<file path="config.mk">
export PLATFORM = sky130hd
export DESIGN_NAME = axi4_lite_demux
export DESIGN_NICKNAME = d
export VERILOG_FILES = /design/src/rtl/axi4_lite_demux.sv
export SDC_FILE = /design/constraint.sdc
export NUM_CORES = 1
export LEC_CHECK = 0
export CAP_MARGIN = 10
export CORE_AREA = 4 4 295 297
export DETAILED_ROUTE_END_ITERATION = 10
export DIE_AREA = 0 0 299 301
export MAX_ROUTING_LAYER = met4
export PLACE_DENSITY_LB_ADDON = 0.15
export SYNTH_ARGS = -nofsm -noshare
export SYNTH_HDL_FRONTEND = slang
export SYNTH_SLANG_ARGS = --single-unit
</file>
<file path="constraint.sdc">
create_clock -name clk -period 2.7 [get_ports clk]
set_input_delay 0.405 -clock clk [delete_from_list [all_inputs] [get_ports clk]]
set_output_delay 0.405 -clock clk [all_outputs]
set_load 0.01 [all_outputs]
</file>
<file path="src/rtl/axi4_lite_demux.sv">
// AXI4-Lite 1-to-N demultiplexer: one master routed to NUM_SLAVES slaves by an address field,
// with DECERR for unmapped addresses and a per-path watchdog that answers SLVERR for hung slaves.
module axi4_lite_demux #(
  parameter int ADDR_WIDTH     = 32,
  parameter int DATA_WIDTH     = 32,
  parameter int NUM_SLAVES     = 4,
  parameter int SEL_LSB        = 28,
  parameter int TIMEOUT_CYCLES = 256
) (
  input  logic                                     clk,
  input  logic                                     rst,
  input  logic [ADDR_WIDTH-1:0]                    m_awaddr,
  input  logic [2:0]                               m_awprot,
  input  logic                                     m_awvalid,
  output logic                                     m_awready,
  input  logic [DATA_WIDTH-1:0]                    m_wdata,
  input  logic [DATA_WIDTH/8-1:0]                  m_wstrb,
  input  logic                                     m_wvalid,
  output logic                                     m_wready,
  output logic [1:0]                               m_bresp,
  output logic                                     m_bvalid,
  input  logic                                     m_bready,
  input  logic [ADDR_WIDTH-1:0]                    m_araddr,
  input  logic [2:0]                               m_arprot,
  input  logic                                     m_arvalid,
  output logic                                     m_arready,
  output logic [DATA_WIDTH-1:0]                    m_rdata,
  output logic [1:0]                               m_rresp,
  output logic                                     m_rvalid,
  input  logic                                     m_rready,
  output logic [NUM_SLAVES-1:0][ADDR_WIDTH-1:0]    s_awaddr,
  output logic [NUM_SLAVES-1:0][2:0]               s_awprot,
  output logic [NUM_SLAVES-1:0]                    s_awvalid,
  input  logic [NUM_SLAVES-1:0]                    s_awready,
  output logic [NUM_SLAVES-1:0][DATA_WIDTH-1:0]    s_wdata,
  output logic [NUM_SLAVES-1:0][DATA_WIDTH/8-1:0]  s_wstrb,
  output logic [NUM_SLAVES-1:0]                    s_wvalid,
  input  logic [NUM_SLAVES-1:0]                    s_wready,
  input  logic [NUM_SLAVES-1:0][1:0]               s_bresp,
  input  logic [NUM_SLAVES-1:0]                    s_bvalid,
  output logic [NUM_SLAVES-1:0]                    s_bready,
  output logic [NUM_SLAVES-1:0][ADDR_WIDTH-1:0]    s_araddr,
  output logic [NUM_SLAVES-1:0][2:0]               s_arprot,
  output logic [NUM_SLAVES-1:0]                    s_arvalid,
  input  logic [NUM_SLAVES-1:0]                    s_arready,
  input  logic [NUM_SLAVES-1:0][DATA_WIDTH-1:0]    s_rdata,
  input  logic [NUM_SLAVES-1:0][1:0]               s_rresp,
  input  logic [NUM_SLAVES-1:0]                    s_rvalid,
  output logic [NUM_SLAVES-1:0]                    s_rready
);
  localparam int SW = DATA_WIDTH / 8;
  localparam int CW = (TIMEOUT_CYCLES > 0) ? $clog2(TIMEOUT_CYCLES + 1) : 1;
  localparam logic [CW-1:0] CNT_LIMIT = CW'(TIMEOUT_CYCLES);
  localparam logic [1:0] RESP_SLVERR = 2'b10;
  localparam logic [1:0] RESP_DECERR = 2'b11;

  typedef enum logic [1:0] {W_IDLE, W_FWD, W_WAIT, W_RESP} w_state_t;
  typedef enum logic [1:0] {R_IDLE, R_FWD, R_WAIT, R_RESP} r_state_t;

  // One-hot route for an address; all-zero means unmapped.
  function automatic logic [NUM_SLAVES-1:0] decode(input logic [ADDR_WIDTH-1:0] addr);
    logic [3:0] idx;
    decode = '0;
    idx = addr[SEL_LSB+3:SEL_LSB];
    for (int i = 0; i < NUM_SLAVES; i++) if (idx == 4'(i)) decode[i] = 1'b1;
  endfunction

  w_state_t w_state_reg, w_state_next;
  logic [ADDR_WIDTH-1:0] aw_addr_reg, aw_addr_next;
  logic [2:0] aw_prot_reg, aw_prot_next;
  logic [DATA_WIDTH-1:0] w_data_reg, w_data_next;
  logic [SW-1:0] w_strb_reg, w_strb_next;
  logic [NUM_SLAVES-1:0] w_route_reg, w_route_next, s_awvalid_reg, s_awvalid_next;
  logic [NUM_SLAVES-1:0] s_wvalid_reg, s_wvalid_next, s_bready_reg, s_bready_next;
  logic aw_done_reg, aw_done_next, w_done_reg, w_done_next, m_bvalid_reg, m_bvalid_next;
  logic [1:0] m_bresp_reg, m_bresp_next, b_resp_sel;
  logic [CW-1:0] w_cnt_reg, w_cnt_next;
  logic aw_hs, w_hs, b_hs, w_timeout;

  r_state_t r_state_reg, r_state_next;
  logic [ADDR_WIDTH-1:0] ar_addr_reg, ar_addr_next;
  logic [2:0] ar_prot_reg, ar_prot_next;
  logic [NUM_SLAVES-1:0] r_route_reg, r_route_next, s_arvalid_reg, s_arvalid_next;
  logic [NUM_SLAVES-1:0] s_rready_reg, s_rready_next;
  logic m_rvalid_reg, m_rvalid_next;
  logic [1:0] m_rresp_reg, m_rresp_next, r_resp_sel;
  logic [DATA_WIDTH-1:0] r_data_reg, r_data_next, r_data_sel;
  logic [CW-1:0] r_cnt_reg, r_cnt_next;
  logic ar_hs, r_hs, r_timeout;

  assign m_awready = (w_state_reg == W_IDLE) & m_awvalid & m_wvalid;
  assign m_wready  = m_awready;
  assign m_arready = (r_state_reg == R_IDLE) & m_arvalid;
  assign m_bvalid  = m_bvalid_reg;
  assign m_bresp   = m_bresp_reg;
  assign m_rvalid  = m_rvalid_reg;
  assign m_rresp   = m_rresp_reg;
  assign m_rdata   = r_data_reg;
  assign s_awvalid = s_awvalid_reg;
  assign s_wvalid  = s_wvalid_reg;
  assign s_bready  = s_bready_reg;
  assign s_arvalid = s_arvalid_reg;
  assign s_rready  = s_rready_reg;

  // Payload is steered only to the routed slave; everyone else sees zero.
  for (genvar gi = 0; gi < NUM_SLAVES; gi++) begin : g_fanout
    assign s_awaddr[gi] = w_route_reg[gi] ? aw_addr_reg : '0;
    assign s_awprot[gi] = w_route_reg[gi] ? aw_prot_reg : '0;
    assign s_wdata[gi]  = w_route_reg[gi] ? w_data_reg  : '0;
    assign s_wstrb[gi]  = w_route_reg[gi] ? w_strb_reg  : '0;
    assign s_araddr[gi] = r_route_reg[gi] ? ar_addr_reg : '0;
    assign s_arprot[gi] = r_route_reg[gi] ? ar_prot_reg : '0;
  end

  always_comb begin
    b_resp_sel = '0;
    r_resp_sel = '0;
    r_data_sel = '0;
    for (int i = 0; i < NUM_SLAVES; i++) begin
      if (w_route_reg[i]) b_resp_sel = s_bresp[i];
      if (r_route_reg[i]) begin
        r_resp_sel = s_rresp[i];
        r_data_sel = s_rdata[i];
      end
    end
  end

  assign aw_hs     = |(s_awvalid_reg & s_awready);
  assign w_hs      = |(s_wvalid_reg & s_wready);
  assign b_hs      = |(s_bready_reg & s_bvalid);
  assign ar_hs     = |(s_arvalid_reg & s_arready);
  assign r_hs      = |(s_rready_reg & s_rvalid);
  assign w_timeout = (TIMEOUT_CYCLES != 0) && (w_cnt_reg >= CNT_LIMIT);
  assign r_timeout = (TIMEOUT_CYCLES != 0) && (r_cnt_reg >= CNT_LIMIT);

  always_comb begin
    w_state_next = w_state_reg;   aw_addr_next  = aw_addr_reg;   aw_prot_next   = aw_prot_reg;
    w_data_next  = w_data_reg;    w_strb_next   = w_strb_reg;    w_route_next   = w_route_reg;
    s_awvalid_next = s_awvalid_reg; s_wvalid_next = s_wvalid_reg; s_bready_next = s_bready_reg;
    aw_done_next = aw_done_reg;   w_done_next   = w_done_reg;    m_bvalid_next  = m_bvalid_reg;
    m_bresp_next = m_bresp_reg;   w_cnt_next    = w_cnt_reg;
    case (w_state_reg)
      W_IDLE: if (m_awready) begin
        aw_addr_next = m_awaddr;
        aw_prot_next = m_awprot;
        w_data_next  = m_wdata;
        w_strb_next  = m_wstrb;
        if (|decode(m_awaddr)) begin
          w_route_next   = decode(m_awaddr);
          s_awvalid_next = decode(m_awaddr);
          s_wvalid_next  = decode(m_awaddr);
          aw_done_next   = 1'b0;
          w_done_next    = 1'b0;
          w_cnt_next     = '0;
          w_state_next   = W_FWD;
        end else begin
          m_bresp_next  = RESP_DECERR;
          m_bvalid_next = 1'b1;
          w_state_next  = W_RESP;
        end
      end
      W_FWD: begin
        w_cnt_next   = (w_cnt_reg == '1) ? w_cnt_reg : w_cnt_reg + CW'(1);
        aw_done_next = aw_done_reg | aw_hs;
        w_done_next  = w_done_reg | w_hs;
        if (aw_hs) s_awvalid_next = '0;
        if (w_hs) s_wvalid_next = '0;
        if ((aw_done_reg | aw_hs) && (w_done_reg | w_hs)) begin
          s_bready_next = w_route_reg;
          w_state_next  = W_WAIT;
        end else if (w_timeout) begin
          s_awvalid_next = '0;
          s_wvalid_next  = '0;
          m_bresp_next   = RESP_SLVERR;
          m_bvalid_next  = 1'b1;
          w_state_next   = W_RESP;
        end
      end
      W_WAIT: begin
        w_cnt_next = (w_cnt_reg == '1) ? w_cnt_reg : w_cnt_reg + CW'(1);
        if (b_hs || w_timeout) begin
          s_bready_next = '0;
          m_bresp_next  = b_hs ? b_resp_sel : RESP_SLVERR;
          m_bvalid_next = 1'b1;
          w_state_next  = W_RESP;
        end
      end
      default: if (m_bready) begin
        m_bvalid_next = 1'b0;
        w_route_next  = '0;
        w_state_next  = W_IDLE;
      end
    endcase
  end

  always_comb begin
    r_state_next = r_state_reg;   ar_addr_next = ar_addr_reg;   ar_prot_next  = ar_prot_reg;
    r_route_next = r_route_reg;   s_arvalid_next = s_arvalid_reg; s_rready_next = s_rready_reg;
    m_rvalid_next = m_rvalid_reg; m_rresp_next = m_rresp_reg;   r_data_next   = r_data_reg;
    r_cnt_next   = r_cnt_reg;
    case (r_state_reg)
      R_IDLE: if (m_arready) begin
        ar_addr_next = m_araddr;
        ar_prot_next = m_arprot;
        if (|decode(m_araddr)) begin
          r_route_next   = decode(m_araddr);
          s_arvalid_next = decode(m_araddr);
          r_cnt_next     = '0;
          r_state_next   = R_FWD;
        end else begin
          r_data_next   = '0;
          m_rresp_next  = RESP_DECERR;
          m_rvalid_next = 1'b1;
          r_state_next  = R_RESP;
        end
      end
      R_FWD: begin
        r_cnt_next = (r_cnt_reg == '1) ? r_cnt_reg : r_cnt_reg + CW'(1);
        if (ar_hs) begin
          s_arvalid_next = '0;
          s_rready_next  = r_route_reg;
          r_state_next   = R_WAIT;
        end else if (r_timeout) begin
          s_arvalid_next = '0;
          r_data_next    = '0;
          m_rresp_next   = RESP_SLVERR;
          m_rvalid_next  = 1'b1;
          r_state_next   = R_RESP;
        end
      end
      R_WAIT: begin
        r_cnt_next = (r_cnt_reg == '1) ? r_cnt_reg : r_cnt_reg + CW'(1);
        if (r_hs || r_timeout) begin
          s_rready_next = '0;
          r_data_next   = r_hs ? r_data_sel : '0;
          m_rresp_next  = r_hs ? r_resp_sel : RESP_SLVERR;
          m_rvalid_next = 1'b1;
          r_state_next  = R_RESP;
        end
      end
      default: if (m_rready) begin
        m_rvalid_next = 1'b0;
        r_route_next  = '0;
        r_state_next  = R_IDLE;
      end
    endcase
  end

  always_ff @(posedge clk or negedge rst) begin
    if (!rst) begin
      w_state_reg <= W_IDLE;  aw_addr_reg <= '0;  aw_prot_reg <= '0;  w_data_reg <= '0;
      w_strb_reg <= '0;  w_route_reg <= '0;  s_awvalid_reg <= '0;  s_wvalid_reg <= '0;
      s_bready_reg <= '0;  aw_done_reg <= 1'b0;  w_done_reg <= 1'b0;  m_bvalid_reg <= 1'b0;
      m_bresp_reg <= '0;  w_cnt_reg <= '0;
      r_state_reg <= R_IDLE;  ar_addr_reg <= '0;  ar_prot_reg <= '0;  r_route_reg <= '0;
      s_arvalid_reg <= '0;  s_rready_reg <= '0;  m_rvalid_reg <= 1'b0;  m_rresp_reg <= '0;
      r_data_reg <= '0;  r_cnt_reg <= '0;
    end else begin
      w_state_reg <= w_state_next;  aw_addr_reg <= aw_addr_next;  aw_prot_reg <= aw_prot_next;
      w_data_reg <= w_data_next;  w_strb_reg <= w_strb_next;  w_route_reg <= w_route_next;
      s_awvalid_reg <= s_awvalid_next;  s_wvalid_reg <= s_wvalid_next;
      s_bready_reg <= s_bready_next;  aw_done_reg <= aw_done_next;  w_done_reg <= w_done_next;
      m_bvalid_reg <= m_bvalid_next;  m_bresp_reg <= m_bresp_next;  w_cnt_reg <= w_cnt_next;
      r_state_reg <= r_state_next;  ar_addr_reg <= ar_addr_next;  ar_prot_reg <= ar_prot_next;
      r_route_reg <= r_route_next;  s_arvalid_reg <= s_arvalid_next;
      s_rready_reg <= s_rready_next;  m_rvalid_reg <= m_rvalid_next;
      m_rresp_reg <= m_rresp_next;  r_data_reg <= r_data_next;  r_cnt_reg <= r_cnt_next;
    end
  end

endmodule

</file>
# --- Yosys cells after proc, flatten, opt, wreduce, memory -nomap -nowiden ---
# Cells that the tools add are included.
word_totals:
  output_inout_bits: 485
  register_bits: 196
  in_bits: 277
  wordCells: 260
op_classes:
  muxes: 146
  reduce_logical: 44
  add_sub_neg: 2
  magnitude_cmp: 2
  bitwise: 12
  eq_ne: 30
op_table:
  columns: ["operator", "count"]
  rows:
  - ["two-way mux 32 bit", 22]
  - ["case mux 32 bit (3 select lines)", 1]
  - ["two-way mux 4 bit", 22]
  - ["two-way mux 2 bit", 32]
  - ["case mux 4 bit (2 select lines)", 7]
  - ["two-way mux 9 bit", 6]
  - ["two-way mux 1 bit", 38]
  - ["case mux 9 bit (2 select lines)", 2]
  - ["!= test 2 bit, second input constant", 14]
  - ["AND reduction 4 bit", 7]
  - ["OR reduction 4 bit", 7]
  - ["two-way mux 3 bit", 8]
  - ["case mux 2 bit (3 select lines)", 4]
  - ["AND reduction 6 bit", 4]
  - ["bitwise AND 4 bit", 5]
  - ["adder 9 x 1 -> 9 bit, second input constant", 2]
  - ["== test 9 bit, second input constant", 2]
  - ["greater-or-equal comparator 9 bit, second input constant", 2]
  - ["== test 4 x 2 -> 1 bit, second input constant", 4]
  - ["nonzero test 2 bit", 8]
  - ["AND reduction 3 bit", 3]
  - ["== test 4 x 1 -> 1 bit, second input constant", 2]
  - ["zero test 4 bit", 2]
  - ["nonzero test 4 bit", 2]
  - ["15 further kinds", 30]

# --- Longest topological paths before layout ---
# Gate-level depths: netlist of the first run.
depth:
  word_depth: 9
  depth_mapped: 9
  depth_no_buf: 8

# --- Worst setup path before layout of the first run ---
# No wires, ideal clock.
synth_timing:
  kind: "register to output"
  startpoint: "register w_state_reg[0]"
  endpoint: "output m_wready"
  required_time_ns: 2.295
  arrival_ns: 1.932
  stages_incl_launch_ff: 9
  path_buffers: 4
  path_slack_ns: 0.363
  path_cell_list: "dfrtp_1 > inv_1 > ha_1 > clkbuf_1 > nand3_1 > inv_1 > clkbuf_1 > clkbuf_1 > buf_4"
synth_between:
  elab_chain_len: 3
synth_rtl:
  columns: ["item", "line", "source"]
  rows:
  - ["start, declared", "68", "w_state_t w_state_reg, w_state_next;"]
  - ["start signal, assigned", "259", "w_state_reg <= w_state_next; aw_addr_reg <= aw_addr_next; aw_prot_reg <= aw_prot_next;"]
  - ["zero test 2 bit", "91", "assign m_awready = (w_state_reg == W_IDLE) & m_awvalid & m_wvalid;"]
  - ["bitwise AND 1 bit (2 in series)", "91", null]
  - ["end, declared", "19", "output logic m_wready,"]
# No other way between the ends.

==> impl_results.md, run 1 <==
* Outcome: finished, final reports clean
* Arrival @ worst endpoint at 2.15 ns
* Clk_lat worst skew at 0.49 ns
* Post-Route WL at 66670 um
* Ports at 762
* Synth Instances at 1438
* I/O Buffers at 761
* Area grow syn2layout at 79.84%
* Tmin final at 2.554 ns
* Worst hold path class: in -> reg
* Largest net degree at the start of global routing at 78
* Hold_sp: m_awaddr[5]
* #FFs+latches synth at 196
* Tcrit/Tclk final at 94.61%
* Clock-pin slew on the worst setup and hold paths at 0.09 ns
* Number of global-route vias before repair at 13718
* Reg power frac at 37.6%
* Fin. Hold Viols at 0
* Worst reg2reg startpoint: r_state_reg[0]
* CP required at 2.30 ns
* Most frequent cells in the layout: clkdlybuf4s50_1, and2_1, nand2_1, dfrtp_1, mux2_2
* Fmax at 391.5 MHz
* Setup Skew at 0.02143 ns
* Antenna viol nets, final at 0
* Yosys Warn Count at 0
* Setup violators final at 0
* Clock network power share at 18.8%
* Worst Hold End: aw_addr_reg[5]
* Most common cell after layout, fill and taps aside: clkdlybuf4s50_1
* Yosys cell types at 59
* Worst slew margin at 54.27%
* Root Driver: clkbuf_16
* Max_cap viols at 0
* Design Power at 14.71 mW
* Number of fill cells at 9104
* Clock sinks at 196
* Final-report max-slew violation count at 0
* Die area at 90000 um^2
* Die height at 301 um
* Starting Density at 14.61%
* Startpoint class of the critical path: register
* Internal power at 8.530 mW
* CP Max Fanout at 35
* Drt pass-1 iters at 5
* DP Wirelength at 51900 um
* Share of cells above drive strength 1 at 7.385%
* Vias per cell at 3.940
* Num CTS Buffers at 17
* FF-to-FF End: m_rdata[24]
* Hold depth at 3
* Element type at the critical path end: output pin
* DRT iter0 DRCs at 552
* Power share of the combinational group at 43.6%
* CTS tree: built
* Wirelength per Cell at 19.99 um
* Row cnt at 107
* First-pass GRT wire length at 95530 um
* Total gr overflow at 0
* Area of the mapped netlist at 12360 um^2
* Initial antenna violation count at 14
* Power per cell area at 661.7 nW/um^2
* Static leakage at 8.885 nW
* Fin nets at 2459
* RSZ-0062 raised after global routing: false
* Remaining DRCs at 0
* Crit path kind: reg -> out
* Clock buffer depth at 2
* Die Wd at 299 um
* Core area at 84610 um^2
* Sw Share at 42.00%
* Setup TNS at 0 ns
* # H-tree levels at 4
* Avg Synthesized Cell Area at 8.595 um^2
* Switch Pwr at 6.178 mW
* Post-synth EDFFs at 0
* Total GRT Usage at 14.66%
* Reg2reg path depth at 7
* Synth Flop Type: dfrtp_1
* Synth async-reset ratio at 100.0%
* Routability congestion estimate at 0.7740
* Via count at 13139
* Setup slack, reg-to-reg at 0.32 ns
* Synth Net Count at 1730
* VDD IR max at 0.4525 mV
* Slew @ Worst Pin at 0.6860 ns
* Seq/Total Area, Yosys at 39.68%
==> worst max path at each step <==
stage                               from           end  slack (ns)  depth (start not counted)
after detailed placement    s_arready[2]   m_rdata[12]        0.20                          7
after global routing      r_route_reg[1]  s_araddr[35]        0.02                          3
final                     r_route_reg[1]  s_araddr[40]        0.15                          3
after floorplan           w_state_reg[0]      m_wready        0.36                          8
after global placement      s_arready[2]    m_rresp[1]        0.20                          6
after CTS                 w_route_reg[3]  s_wdata[113]       0.003                          3
==> area by class of cell <==
class                   instances  area, um^2  area share, %
inverters                      21       78.83         0.3546
repair buffers                818        8220          36.98
well taps                    1144        1431          6.440
clock inverters                14       168.9         0.7599
clock buffers                  18       429.2          1.931
diodes                         11       27.53         0.1238
multi-input cells            1113        6948          31.26
flip-flops and latches        196        4923          22.15
==> cell families (layout without fill, tap and decap cells) <==
| kind of cell | count (synthesis) | after routing | synth area share [%] |
|---|---|---|---|
| other | 0 | 11 | 0 |
| AOI/OAI and AO/OA | 218 | 218 | 12.91 |
| and+or+nand+nor | 820 | 820 | 36.18 |
| muxes | 59 | 59 | 5.376 |
| buffers and inverters | 129 | 871 | 4.262 |
| adders and majority gates | 15 | 15 | 1.519 |
| xor gates and xnor gates | 1 | 1 | 0.07088 |
| DFF | 196 | 196 | 39.68 |
==> metrics by stage <==
| step | setup slack (ns) | hold slack (ns) | cell area, um^2 | utilization, % | instances |
|---|---|---|---|---|---|
| floorplan | 0.3631 | 0.1094 | 12360 | - | 1438 |
| global placement | 0.1974 | 0.4337 | 21560 | 25.48 | 3290 |
| detailed placement | 0.2028 | 0.4390 | 21560 | 25.48 | 3290 |
| CTS | 0.003031 | 0.3875 | 22170 | 26.21 | 3323 |
| global route | 0.01532 | 0.4037 | 22230 | 26.27 | 3335 |
| finish | 0.1455 | 0.4453 | 22230 | 26.27 | 3335 |
==> routing by layer <==
layer | vias up | share of wire (%) | GRT usage [%]
met1 | 6251 | 41 | 16.43
met2 | 528 | 50 | 25.20
met3 | 55 | 7.3 | 4.932
met5 | - | 0 | -
li1 | 6305 | - | -
met4 | 0 | 1.7 | 3.611
==> what timing repair did <==
| action | in CTS | in global routing |
|---|---|---|
| endpoints found under the setup margin | 10 | 20 |
| hold buffers | 1 | 0 |
| resized for setup | 1 | 1 |
| pin swaps | 0 | 0 |
| buffers inserted | 0 | 1 |
| endpoints found under the hold margin | 57 | 0 |
==> synthesized netlist by cell type, types with 3 or more instances <==
cell | instances | area (um^2)
nand2b_1 | 4 | 25.02
a221oi_1 | 33 | 289.0
clkbuf_1 | 87 | 326.6
nand4_1 | 15 | 93.84
nor3_1 | 5 | 25.02
or4_1 | 4 | 30.03
mux2_2 | 55 | 619.3
nand3_1 | 9 | 45.04
nand2_1 | 262 | 983.4
nand4b_1 | 3 | 26.28
a22o_1 | 43 | 376.6
nor3b_1 | 4 | 30.03
a21oi_1 | 33 | 165.2
nand3b_1 | 5 | 37.54
nor4_1 | 3 | 18.77
or2_2 | 4 | 25.02
and2_1 | 425 | 2659
o21ai_0 | 31 | 155.2
a22oi_1 | 15 | 112.6
o211ai_1 | 4 | 30.03
or3_1 | 10 | 62.56
buf_1 | 9 | 33.78
dfrtp_1 | 196 | 4905
ha_1 | 15 | 187.7
nor2b_1 | 41 | 256.5
mux2i_1 | 3 | 30.03
nor2_1 | 15 | 56.30
inv_1 | 20 | 75.07
buf_6 | 4 | 45.04
o41ai_1 | 4 | 35.03
buf_2 | 7 | 35.03
o31ai_1 | 35 | 262.8
==> power groups by stage <==
stage / sequential (mW) / clock (mW) / combinational (mW)
4_1_cts: 5.60 / 2.91 / 6.51
5_1_grt: 5.76 / 3.02 / 7.06
2_1_floorplan: 4.84 / 0 / 3.63
3_5_place_dp: 5.64 / 0 / 6.49
3_3_place_gp: 5.58 / 0 / 6.43
6_report: 5.54 / 2.76 / 6.41
==> critical path, stage by stage, from the launching register on <==
cell             delay (ns)
dfrtp_4                0.67
buf_12                 0.26
and2_1                 0.16
clkdlybuf4s50_1        0.53
No activity file was read; power rests on OpenSTA's default activity.
==> inputs of run 2 (changes only) <==
--- a/config.mk
+++ b/config.mk
@@ -9,6 +9,7 @@
 export CORE_AREA = 4 4 295 297
 export DETAILED_ROUTE_END_ITERATION = 10
 export DIE_AREA = 0 0 299 301
+export HOLD_SLACK_MARGIN = 0.12
 export MAX_ROUTING_LAYER = met4
 export PLACE_DENSITY_LB_ADDON = 0.15
 export SYNTH_ARGS = -nofsm -noshare
==> results of run 2 <==
No change in the layout: final DEF, timing and power equal those of run 1.
